`config.mk`:
```
export PLATFORM = sky130hd
export DESIGN_NAME = seq_divider_flat
export DESIGN_NICKNAME = d
export VERILOG_FILES = /design/src/rtl/seq_divider_if.sv /design/src/rtl/seq_divider.sv /design/src/flat_wrapper.sv
export SDC_FILE = /design/constraint.sdc
export NUM_CORES = 1
export LEC_CHECK = 0
export ABC_AREA = 1
export BUFFER_PORTS_ARGS = -buffer_cell sky130_fd_sc_hd__buf_4
export CORE_MARGIN = 8
export CORE_UTILIZATION = 50
export CTS_CLUSTER_SIZE = 24
export DETAILED_ROUTE_END_ITERATION = 16
export MAX_ROUTING_LAYER = met4
export PLACE_DENSITY_LB_ADDON = 0.3
export SYNTH_ARGS = -nofsm -noshare
export SYNTH_HDL_FRONTEND = slang
export SYNTH_SLANG_ARGS = --single-unit
```
`constraint.sdc`:
```
create_clock -name clk -period 1.9 [get_ports clk]
set_input_delay 0.095 -clock clk [delete_from_list [all_inputs] [get_ports clk]]
set_output_delay 0.095 -clock clk [all_outputs]
set_load 0.03 [all_outputs]
```
`src/rtl/seq_divider_if.sv`:
```
// Handshake and operand/result bundle between the divide controller and seq_divider.
interface seq_divider_if #(parameter int WIDTH = 4);
    logic             start;
    logic [WIDTH-1:0] dividend;
    logic [WIDTH-1:0] divisor;
    logic             busy;
    logic             done;
    logic [WIDTH-1:0] quotient;
    logic [WIDTH-1:0] remainder;
    logic             div_by_zero;

    modport master (
        output start, dividend, divisor,
        input  busy, done, quotient, remainder, div_by_zero
    );

    modport slave (
        input  start, dividend, divisor,
        output busy, done, quotient, remainder, div_by_zero
    );
endinterface

```
`src/rtl/seq_divider.sv`:
```
// Restoring shift-subtract unsigned divider: one quotient bit per clock, WIDTH cycles per result,
// with a one-cycle divide-by-zero shortcut.
module seq_divider #(
    parameter int WIDTH = 4
) (
    input  logic         clk,
    input  logic         reset,
    seq_divider_if.slave bus
);
    localparam int CNT_W = (WIDTH > 2) ? $clog2(WIDTH) : 1;

    typedef enum logic [1:0] {IDLE, RUN, DONE} state_t;

    state_t             state, state_nxt;
    logic [WIDTH-1:0]   q_r, d_r, r_r;
    logic [CNT_W-1:0]   cnt;
    logic [WIDTH-1:0]   quotient_r, remainder_r;
    logic               dbz_r;

    logic [WIDTH:0]     r_shift;
    logic [WIDTH-1:0]   q_nxt, r_nxt;
    logic               last;

    // The WIDTH+1-bit partial remainder only exists transiently in r_shift; after the
    // conditional subtract it is always below the divisor, so WIDTH bits are stored.
    always_comb begin
        r_shift = {r_r, q_r[WIDTH-1]};
        q_nxt   = {q_r[WIDTH-2:0], 1'b0};
        r_nxt   = r_shift[WIDTH-1:0];
        if (r_shift >= {1'b0, d_r}) begin
            r_nxt = r_shift[WIDTH-1:0] - d_r;
            q_nxt = {q_r[WIDTH-2:0], 1'b1};
        end
    end

    assign last = (cnt == CNT_W'(WIDTH - 1));

    always_ff @(posedge clk or posedge reset) begin
        if (reset) begin
            state <= IDLE;
        end else begin
            state <= state_nxt;
        end
    end

    always_comb begin
        state_nxt = state;
        case (state)
            IDLE: begin
                if (bus.start) begin
                    state_nxt = (bus.divisor == '0) ? DONE : RUN;
                end
            end
            RUN: begin
                if (last) begin
                    state_nxt = DONE;
                end
            end
            DONE:    state_nxt = IDLE;
            default: state_nxt = IDLE;
        endcase
    end

    always_ff @(posedge clk or posedge reset) begin
        if (reset) begin
            q_r         <= '0;
            r_r         <= '0;
            d_r         <= '0;
            cnt         <= '0;
            quotient_r  <= '0;
            remainder_r <= '0;
            dbz_r       <= 1'b0;
        end else begin
            case (state)
                IDLE: begin
                    if (bus.start) begin
                        if (bus.divisor == '0) begin
                            quotient_r  <= '1;
                            remainder_r <= bus.dividend;
                            dbz_r       <= 1'b1;
                        end else begin
                            q_r <= bus.dividend;
                            r_r <= '0;
                            d_r <= bus.divisor;
                            cnt <= '0;
                        end
                    end
                end
                RUN: begin
                    q_r <= q_nxt;
                    r_r <= r_nxt;
                    cnt <= cnt + CNT_W'(1);
                    if (last) begin
                        quotient_r  <= q_nxt;
                        remainder_r <= r_nxt;
                        dbz_r       <= 1'b0;
                    end
                end
                default: ;
            endcase
        end
    end

    assign bus.busy        = (state != IDLE);
    assign bus.done        = (state == DONE);
    assign bus.quotient    = quotient_r;
    assign bus.remainder   = remainder_r;
    assign bus.div_by_zero = dbz_r;
endmodule

```
`src/flat_wrapper.sv`:
```
// flat-port wrapper written by rule: the top's interface ports become plain ports
module seq_divider_flat 
#(
    parameter int WIDTH = 4
)
  (clk, reset, bus_start, bus_dividend, bus_divisor, bus_busy, bus_done, bus_quotient, bus_remainder, bus_div_by_zero);
  seq_divider_if #(.WIDTH(WIDTH)) bus_i ();
  input  logic clk;
  input  logic reset;
  input wire logic [$bits(bus_i.start)-1:0] bus_start;
  input wire logic [$bits(bus_i.dividend)-1:0] bus_dividend;
  input wire logic [$bits(bus_i.divisor)-1:0] bus_divisor;
  output wire logic [$bits(bus_i.busy)-1:0] bus_busy;
  output wire logic [$bits(bus_i.done)-1:0] bus_done;
  output wire logic [$bits(bus_i.quotient)-1:0] bus_quotient;
  output wire logic [$bits(bus_i.remainder)-1:0] bus_remainder;
  output wire logic [$bits(bus_i.div_by_zero)-1:0] bus_div_by_zero;
  assign bus_i.start = bus_start;
  assign bus_i.dividend = bus_dividend;
  assign bus_i.divisor = bus_divisor;
  assign bus_busy = bus_i.busy;
  assign bus_done = bus_i.done;
  assign bus_quotient = bus_i.quotient;
  assign bus_remainder = bus_i.remainder;
  assign bus_div_by_zero = bus_i.div_by_zero;
  seq_divider #(.WIDTH(WIDTH)) u_core (.clk(clk), .reset(reset), .bus(bus_i));
endmodule
```
==> impl_metrics.yaml <==
cells_and_area:
  nets: 204
  finish.utilization_pct: 63.7
  nFillCells: 219
  drive_gt1_share_pct: 21.0
  diodes: 0
  design_area_sq_mm: 0.00156
  area_growth_pct: 20.9
  final_cell_mix: "32 x nand2_1, 25 x dfrtp_1, 23 x buf_4, 22 x inv_1, 17 x nand3_1"
  stdcell_count: 216
  layout_commonest_cell: "nand2_1"
setup_path:
  crit_required_ns: 2.13
  critPathMaxStageDelay_ns: 0.43
  crit_path_frequent_cell: "nand3_1"
  critPathSlowestCell: "dfrtp_1"
  cp_data_arrival_time_ns: 1.98
  worstSetupEndpointType: "flop"
  start_kind: "flop"
  path_class: "flop to flop"
  crit_chain: "ha_1 > a21oi_2 > nand3_1 > nand2_2 > nand2_2 > nand3_1 > nand3_1 > nand2_1 > inv_1"
  path_max_fanout: 6
routing:
  final_antenna_net_count: 0
  num_vias: 1123
  via_per_inst: 5.20
  post_drt_wl_per_cell_microns: 12.9
  initialDrtViolationCount: 51
  wirelength_mm: 2.78
  drt_pass1_iterations: 4
  drc: 0
sta:
  period_share_pct: 92.1
  fin_worst_skew_ns: 0.0117
  fmax_mhz: 571
  maxSlewViolCount: 0
  rsz0062_at_grt: "no"
  worst_pin_slew_ns: 0.369
  period_needed_ns: 1.75
  hold_violations: 0
  finalSetupViolCount: 0
  tns_ns: 0
  slew_headroom_pct: 75.3
clock_network:
  clock_path_buffers: 2
  path_clk_slew_ns: 0.13
  clock_sinks: 25
  cts_buffers: 3
  cts_setup_buffers: 0
  tritoncts: "done"
  cts-root-buf: "clkbuf_4"
  cts_htree_levels: 1
  clock_latency_ns: 0.33
synthesis:
  synthesis.area_sq_mm: 0.00129
  synth_area_leader_cell: "dfrtp_1"
  yosysWarnings: 0
  syn_inst: 157
  synth_seq_cells: 25
  synth_top_area_share_pct: 48.4
  yosys-top-cells-area: "dfrtp_1 48%, nand2_1 9.9%, nand3_1 6.6%, inv_1 6.4%, ha_1 4.8%"
  netlist-cell-type-count: 22
  syn_nets: 174
  syn_area_per_cell_sq_um: 8.23
  ys_seq_area_share_pct: 48.4
global_route:
  track_usage_pct: 14.5
  grt_max_degree: 26
  grt_pass1_vias: 1100
  antenna_found_initial: 0
  grt_pass1_wl_mm: 4.93
  grt-ovfl-total: 0
die:
  pin_count: 22
  start_util_pct: 52.7
  core-area_sq_mm: 0.00245
  dieArea_sq_mm: 0.00447
  die_h_microns: 66.8
  rows: 18
  die_w_microns: 66.8
worst_hold_path:
  hp-class: "input pin to flop"
status:
  status: "completed"
place:
  io_buffers: 21
  place_area_sq_mm: 0.00149
  gp_congestion: 0.917
  place_inst: 208
  dp_hpwl_mm: 2.06
power:
  peakVddDrop_uv: 1350
  p_per_area_mw_per_mm2: 1940
  leakage_nw: 0.832
flow_run:
  maxCapViolCount: 0
==> Yosys cell counts, drive strengths merged <==
cell	number
o21ai	10
a21oi	3
buf	2
a31oi	3
ha	5
nand3	17
nand2	37
or2	4
a22o	1
mux2	1
xor2	1
nor2	19
fa	1
inv	24
nand4	4
dfrtp	25
==> registers in the layout, summed over array words and instances, names as in the netlist <==
register / flops
u_core.bus.quotient: 4
u_core.bus.div_by_zero: 1
u_core.state: 2
u_core.cnt: 2
u_core.d_r: 4
u_core.q_r: 4
u_core.r_r: 4
u_core.bus.remainder: 4
==> path summary, 6_finish.rpt <==
kind	startpoint	endpoint	slack, ns	cells past startpoint
worst max-delay path	u_core.r_r[1]	u_core.bus.remainder[1]	0.15	9
max in group asynchronous	reset	u_core.r_r[1]	1.29	4
worst min register to register	u_core.cnt[0]	u_core.cnt[0]	0.49	1
worst min-delay path	bus_divisor[0]	u_core.d_r[0]	0.03	2
worst max register to register	u_core.r_r[1]	u_core.bus.remainder[1]	0.15	9
min in group asynchronous	reset	u_core.cnt[0]	0.36	4
==> metal layers <==
layer | routed length [microns] | vias up | part of all wire, % | track usage, %
li1 | - | 557 | - | -
met4 | 41 | 0 | 1.5 | 6.13
met3 | 144 | 6 | 5.2 | 2.85
met2 | 1310 | 43 | 47 | 22.1
met1 | 1290 | 517 | 46 | 18.3
met5 | 0 | - | 0 | -
==> metrics by stage <==
stage          total power [mW]  setup WS, ns  hold WS (ns)
2_1_floorplan              2.27         0.285         0.122
3_3_place_gp               2.70         0.171         0.167
3_5_place_dp               2.75        0.0905         0.170
4_1_cts                    3.00        0.0616        0.0203
5_1_grt                    3.34        0.0385        0.0198
6_report                   3.03         0.150        0.0281
==> worst max-delay path, delay by kind of cell, from the launching register on <==
| family | cells | cell delay (ns) |
|---|---|---|
| adders and majority gates | 1 | 0.38 |
| DFF | 1 | 0.43 |
| buffers and inverters | 1 | 0.03 |
| and+or+nand+nor | 6 | 0.62 |
| AOI/OAI and AO/OA | 1 | 0.20 |
==> cell type report <==
type                       instances  area, sq um  share of cell area (%)
sequential                        25          626                    40.0
inverter                          24         90.1                    5.76
clock inverter                     1         5.00                   0.320
clock buffer                       3         22.5                    1.44
multi-input combinational        106          569                    36.4
tap                               30         37.5                    2.40
timing repair buffer              27          213                    13.6
==> timing repair <==
item                       in CTS  in global routing
hold endpoints to repair       28                  0
resized for setup               0                  3
hold buffers                    4                  0
setup endpoints to repair       0                 10
==> report_power, final <==
group,switching (mW),internal [mW]
Clock,0.162,0.0790
Combinational,1.18,0.652
Sequential,0.168,0.796
==> cells by family (layout without fill, tap and decap cells) <==
| family | after synthesis | after routing | share of synthesized area [%] |
|---|---|---|---|
| adder cells (fa/ha/maj) | 6 | 6 | 6.39 |
| AO/OA/AOI/OAI | 17 | 17 | 7.16 |
| multiplexers | 1 | 1 | 0.871 |
| buffers and inverters | 26 | 55 | 8.23 |
| XOR/XNOR | 1 | 1 | 0.678 |
| AND/OR/NAND/NOR | 81 | 81 | 28.3 |
| flip-flops | 25 | 25 | 48.4 |
No activity file was read; power rests on OpenSTA's default activity.
